$ cat src/rtl/score_round_controller.sv
// Runs one timed play round for a selected player, then holds a {PlayerID, Score}
// report request for REQ_HOLD cycles and enforces a GAP-cycle quiet period.
module score_round_controller #(
  parameter int ROUND_TICKS = 10,
  parameter int REQ_HOLD    = 20,
  parameter int GAP         = 4
) (
  input  logic       Clk,
  input  logic       Rst,
  input  logic       StartRound,
  input  logic       AbortRound,
  input  logic [1:0] PlayerSel,
  input  logic       HitPulse,
  input  logic       TimeTick,
  output logic       ScoreReq,
  output logic [1:0] PlayerID,
  output logic [4:0] Score,
  output logic       RoundActive,
  output logic [3:0] TimeLeft,
  output logic       Busy
);

  typedef enum logic [1:0] {
    S_IDLE     = 2'd0,
    S_PLAY     = 2'd1,
    S_REPORT   = 2'd2,
    S_COOLDOWN = 2'd3
  } state_t;

  localparam logic [3:0] ROUND_LOAD = 4'(ROUND_TICKS);
  localparam logic [5:0] HOLD_LOAD  = 6'(REQ_HOLD - 1);
  localparam logic [3:0] GAP_LOAD   = 4'(GAP - 1);

  state_t     state_q, state_d;
  logic       score_req_q, score_req_d;
  logic [1:0] player_id_q, player_id_d;
  logic [4:0] score_q, score_d;
  logic [3:0] time_left_q, time_left_d;
  logic [4:0] hit_count_q, hit_count_d;
  logic [5:0] hold_cnt_q, hold_cnt_d;
  logic [3:0] gap_cnt_q, gap_cnt_d;

  // Hit count as it stands after this cycle's HitPulse, saturating at 31.
  logic [4:0] hit_count_upd;
  logic       final_tick;

  always_comb begin
    hit_count_upd = hit_count_q;
    if (HitPulse && (hit_count_q != 5'd31)) begin
      hit_count_upd = hit_count_q + 5'd1;
    end
    final_tick = TimeTick && (time_left_q == 4'd1);
  end

  always_comb begin
    state_d     = state_q;
    score_req_d = score_req_q;
    player_id_d = player_id_q;
    score_d     = score_q;
    time_left_d = time_left_q;
    hit_count_d = hit_count_q;
    hold_cnt_d  = hold_cnt_q;
    gap_cnt_d   = gap_cnt_q;

    case (state_q)
      S_IDLE: begin
        if (StartRound) begin
          player_id_d = PlayerSel;
          hit_count_d = 5'd0;
          time_left_d = ROUND_LOAD;
          state_d     = S_PLAY;
        end
      end

      S_PLAY: begin
        // Abort wins over a hit or tick landing in the same cycle.
        if (AbortRound) begin
          hit_count_d = 5'd0;
          time_left_d = 4'd0;
          state_d     = S_IDLE;
        end else if (final_tick) begin
          hit_count_d = hit_count_upd;
          score_d     = hit_count_upd;
          time_left_d = 4'd0;
          score_req_d = 1'b1;
          hold_cnt_d  = HOLD_LOAD;
          state_d     = S_REPORT;
        end else begin
          hit_count_d = hit_count_upd;
          if (TimeTick && (time_left_q > 4'd1)) begin
            time_left_d = time_left_q - 4'd1;
          end
        end
      end

      S_REPORT: begin
        if (hold_cnt_q == 6'd0) begin
          score_req_d = 1'b0;
          gap_cnt_d   = GAP_LOAD;
          state_d     = S_COOLDOWN;
        end else begin
          hold_cnt_d = hold_cnt_q - 6'd1;
        end
      end

      S_COOLDOWN: begin
        if (gap_cnt_q == 4'd0) begin
          state_d = S_IDLE;
        end else begin
          gap_cnt_d = gap_cnt_q - 4'd1;
        end
      end

      default: begin
        state_d     = S_IDLE;
        score_req_d = 1'b0;
      end
    endcase
  end

  always_ff @(posedge Clk) begin
    if (Rst) begin
      state_q     <= S_IDLE;
      score_req_q <= 1'b0;
      player_id_q <= 2'd0;
      score_q     <= 5'd0;
      time_left_q <= 4'd0;
      hit_count_q <= 5'd0;
      hold_cnt_q  <= 6'd0;
      gap_cnt_q   <= 4'd0;
    end else begin
      state_q     <= state_d;
      score_req_q <= score_req_d;
      player_id_q <= player_id_d;
      score_q     <= score_d;
      time_left_q <= time_left_d;
      hit_count_q <= hit_count_d;
      hold_cnt_q  <= hold_cnt_d;
      gap_cnt_q   <= gap_cnt_d;
    end
  end

  assign ScoreReq    = score_req_q;
  assign PlayerID    = player_id_q;
  assign Score       = score_q;
  assign TimeLeft    = time_left_q;
  assign RoundActive = (state_q == S_PLAY);
  assign Busy        = (state_q != S_IDLE);

endmodule

$ cat config.mk
export PLATFORM = sky130hd
export DESIGN_NAME = score_round_controller
export DESIGN_NICKNAME = d
export VERILOG_FILES = /design/src/rtl/score_round_controller.sv
export SDC_FILE = /design/constraint.sdc
export NUM_CORES = 1
export LEC_CHECK = 0
export CORE_MARGIN = 3
export CORE_UTILIZATION = 45
export CTS_CLUSTER_DIAMETER = 80
export DETAILED_ROUTE_END_ITERATION = 7
export MAX_ROUTING_LAYER = met4
export PLACE_DENSITY = 0.65
export RECOVER_POWER = 100
export SYNTH_ARGS = -nofsm -noshare
export SYNTH_HDL_FRONTEND = slang
export SYNTH_SLANG_ARGS = --single-unit
$ cat constraint.sdc
create_clock -name Clk -period 2.05 [get_ports Clk]
set_input_delay 0.5125 -clock Clk [delete_from_list [all_inputs] [get_ports Clk]]
set_output_delay 0.5125 -clock Clk [all_outputs]
set_load 0.05 [all_outputs]
After elaboration in Yosys (flattened, before gate mapping). Index checks and enable logic that the tools add are counted.

Reduce and logical (&&, ||, !) cells: 18. $add $sub $neg: 4. Mux-type cells: 26. Eq/ne operators: 14. Order comparisons: 1. Bitwise operators: 1.

Operators with widths (number): two-way mux 4 bit (6); two-way mux 6 bit (3); one-hot mux 4 bit (2 select lines) (2); two-way mux 5 bit (3); inequality test 2 bit (second input constant) (6); one-hot mux 6 bit (2 select lines) (1); AND reduction 4 bit (3); two-way mux 2 bit (5); one-hot mux 5 bit (2 select lines) (1); AND reduction 3 bit (3); one-hot mux 2 bit (4 select lines) (1); nonzero test 2 bit (4); subtractor 4 x 1 -> 4 bit (second input constant) (2); zero test 6 bit (1); subtractor 6 x 1 -> 6 bit (second input constant) (1); adder 5 x 1 -> 5 bit (second input constant) (1); inequality test 5 bit (second input constant) (1); equality test 2 bit (second input constant) (2); equality test 4 x 1 -> 1 bit (second input constant) (1); greater-than comparator 4 x 1 -> 1 bit (second input constant) (1); zero test 4 bit (1); inequality test 4 x 2 -> 1 bit (second input constant) (1); AND reduction 2 bit (2); logical AND 1 bit (3); other kinds (7) (9).

Word-level logic and storage cells: 72. Output and inout port bits: 14. Flip-flop bits (word level): 29. Input bits: 8.

Depth between registers and ports, before layout.
Depth after elaboration: 6. Depth in mapped cells: 8. Gate-level depth less buffers: 7.

Worst setup path before layout. Ideal clock, no wire load.

Kind: reg-to-reg. Start: reg time_left_q[1], in the netlist TimeLeft[1]. End: reg time_left_q[1], in the netlist TimeLeft[1]. Path slack: -0.002 ns. Arrival: 1.879 ns. Cell stages (with the launch flop): 7. Required time: 1.877 ns. Setup time: 0.173 ns. Period minus slack after synthesis: 2.052 ns. Buffers on the path: 0. Cells stage by stage: dfxtp_1 > inv_1 > ha_1 > or4b_1 > a21oi_1 > o21a_1 > a211oi_1.

Cells in the longest elaborated chain, start to end: 5. Elaborated cells on any way between the ends: 11. Those cells by class: 1 x add/sub; 1 x order compare; 2 x eq/ne; 4 x mux; 3 x reduce/logical.

RTL lines: start, declared (line 38) `logic [3:0] time_left_q, time_left_d;`; start signal, assigned (line 136) `time_left_q <= time_left_d;`; subtractor 4 x 1 -> 4 bit / equality test 4 x 1 -> 1 bit (equally long branches) (line 91, 52); two-way mux 4 bit / logical AND 1 bit (equally long branches) (line 90, 52); two-way mux 4 bit (line 81) `end else if (final_tick) begin`; two-way mux 4 bit (line 77) `if (AbortRound) begin`; one-hot mux 4 bit (2 select lines) (line 65) `case (state_q)`.

Several ways; a longest one is shown, not always the timed one. The select of a mux whose other input is x is not followed. A chain may end at the register's enable or synchronous reset.

Worst setup path in the final report.
Start: reg score_q[1], in the netlist Score[1]. End: out Score[1].

RTL lines: start, declared (line 37) `logic [4:0] score_q, score_d;`; start signal, assigned (line 135) `score_q <= score_d;`; end, declared (line 17) `output logic [4:0] Score,`.

No word-level cell between the ends.

==> results.ini <==
[route]
dr.first_iter.drc_count=86
wl_per_cell_um=13.0
ant_nets=0
dr.pass1.iters=4
drc_errors=0
drt-total-wl_um=3230
vias=1325
via_per_inst=5.34

[critical_path]
worst-setup-path-type=flip-flop to output port
required_ps=1540
worstPathArrival_ps=1490
path_max_fanout=2
crit_slowest_cell=clkdlybuf4s50_1
critPathBufInv=1
cp_top_family=buffers and inverters
startpoint=Score[1]
end_kind=output port
critPathMaxStageDelay_ps=810
rr_startpoint=hit_count_q[0]
critPathLaunchType=flip-flop
crit_chain=clkdlybuf4s50_1

[floorplan]
die_width_um=63.4
die_h_um=63.4
io_pins=22
row_count=20
start_util_pct=47.7
dieArea_um2=4020
core_um2=3100

[clocking]
clock_latency_ps=340
ctsHoldBuffers=0
clk_pin_slew_ps=90
cts_buffers=5
ctsResizeCount=2
root_buffer=clkbuf_4
clock_path_buffers=2
numClockSinks=29
cts_tree=built
cts_setup_buffers=0
htreeDepth=2

[global_routing]
grt-ovfl-total=0
antenna_found_initial=0
grt_max_degree=18
grt_pass1_wl_um=5780
grt_pass1_vias=1314
grt.total_usage_pct=18.6

[pwr]
ir_drop_uv=335
p_leak_nw=0.668
p_total_mw=1.10
p_seq_share_pct=53.4
internal-power_mw=0.767
clockPowerShare_pct=31.6
power_density_nw_per_um2=611
comb_power_share_pct=15.0
switching_power_mw=0.331
swShare_pct=30.2

[yosys]
ys.flop_type=dfxtp_1
synthDistinctLibCells=43
synth_top_area_cell=dfxtp_1
synth.avg_cell_area_um2=8.56
syn-num-nets=188
synthTopCellsByArea=dfxtp_1, ha_1, nor2_1, a211oi_1, a21oi_1
yosysSeqAreaShare_pct=39.2
postSynth.asyncResetShare_pct=0
netlist.area_leader.share_pct=39.2
synth-seq-cells=29
synth_edf_count=0
syn_area_um2=1480
yosysWarnings=0
synth_cells=173

[flow_run]
drv_cap=0

[sta]
period_share_pct=97.6
fmax_mhz=500
hold_viol=0
rsz0062_at_grt=no
maxSlewViolCount=0
worstMarginPinSlew_ps=613
whs_ps=479
setup_viol=0
relSlewSlack_pct=59.3
finalCriticalPeriod_ps=2000
finClkSkew_ps=8.62

[hold_path]
hold_path.startpoint=ScoreReq
worstHoldPathType=flip-flop to flip-flop

[placement]
dp_cells=240
dp_hpwl_um=2420
place.gp.congestion=0.893
placed_area_um2=1820
numPortBuffers=21

[layout]
fin_area_um2=1800
drive_gt1_share_pct=11.8
area_delta_synth_final_pct=21.4
num-nets-final=218
fin_cells=248
diodes=0
final_core_util_pct=57.9

[outcome]
outcome=complete, no violations

## routing by layer
layer	wire (µm)	up-vias	share of wire, %	track usage (%)
li1	-	688	-	-
met1	1430	602	44	22.2
met2	1600	29	50	28.8
met3	152	6	4.7	4.81
met4	49	0	1.5	9.97
met5	0	-	0	-
## power groups by stage
| stage | logic, mW | registers, mW | clock network [mW] |
|---|---|---|---|
| floorplan | 0.0871 | 0.625 | 0 |
| global placement | 0.185 | 0.599 | 0 |
| detailed placement | 0.186 | 0.600 | 0 |
| CTS | 0.187 | 0.587 | 0.355 |
| global route | 0.180 | 0.589 | 0.393 |
| finish | 0.165 | 0.587 | 0.347 |
## worst reg2reg max path: stages (launching register included)
cell and delay, ps:
dfxtp_1 370, ha_1 250, and3_1 200, ha_1 200
nor2b_2 210, nand4_1 140, xor2_1 180, a211oi_1 250
## through the flow
stage                     TNS (ps)  setup slack [ps]
after global placement        -191             -33.6
after floorplan                  0              10.3
after global routing             0              1.85
final                            0              48.7
after detailed placement      -511             -78.9
after CTS                        0              28.4
## synth_stat cells (all sizes together) (2+ instances only)
cell type,count
a211oi,10
a21oi,10
a311oi,2
buf,4
clkbuf,5
dfxtp,29
ha,7
inv,8
mux2i,4
nand2,8
nand2b,3
nand4,2
nor2,23
nor2b,4
nor3,10
nor4bb,2
o21a,4
o21ai,5
o31ai,2
or3,3
xnor2,4
xor2,3
## state kept, by name (all words and copies together), names as in the netlist, named ones only
signal / flops
Score: 5
PlayerID: 2
hold_cnt_q: 6
ScoreReq: 1
hit_count_q: 5
state_q: 1
gap_cnt_q: 4
TimeLeft: 4
## path summary, 6_finish.rpt
path / endpoint / slack (ps) / cells after the start
max: Score[1] / 50 / 1
min: ScoreReq / 480 / 1
max reg2reg: Score[3] / 190 / 7
min reg2reg: ScoreReq / 480 / 1
## cell type report
class | count | area (µm²)
clock inverters | 2 | 10.0
flip-flops and latches | 29 | 582
fillers | 309 | 1310
repair buffers | 32 | 245
clock buffers | 6 | 41.3
multi-input cells | 127 | 835
inverters | 8 | 30.0
well taps | 44 | 55.1
## layout by cell type (no fill, tap or decap), types with 2 or more instances in the layout
master           netlist  final
dfxtp_1               29     28
nor2_1                23     23
nor3_1                10     10
a21oi_1               10     10
a211oi_1              10     10
clkbuf_1               5      9
clkdlybuf4s50_1        0      9
inv_1                  8      8
nand2_1                8      8
buf_4                  0      8
ha_1                   7      7
clkbuf_4               0      6
o21ai_0                5      5
mux2i_1                4      4
o21a_1                 4      4
xnor2_1                4      4
nor2b_1                4      3
nand2b_1               3      3
xor2_1                 3      3
or3_1                  3      3
nor4bb_1               2      2
a311oi_1               2      2
nand4_1                2      2
o31ai_1                2      2
clkinv_2               0      2
dlygate4sd2_1          0      2
clkbuf_2               0      2
## logic make-up after synthesis
kind of cell             after synthesis  synth area share, %
AND/OR/NAND/NOR                       67                 23.7
buffers and inverters                 17                 4.65
flip-flops                            29                 39.2
AO/OA/AOI/OAI                         42                 19.7
XOR/XNOR                               7                 4.14
multiplexers                           4                 2.70
adder cells (fa/ha/maj)                7                 5.91
No activity file was read; power rests on OpenSTA's default activity.
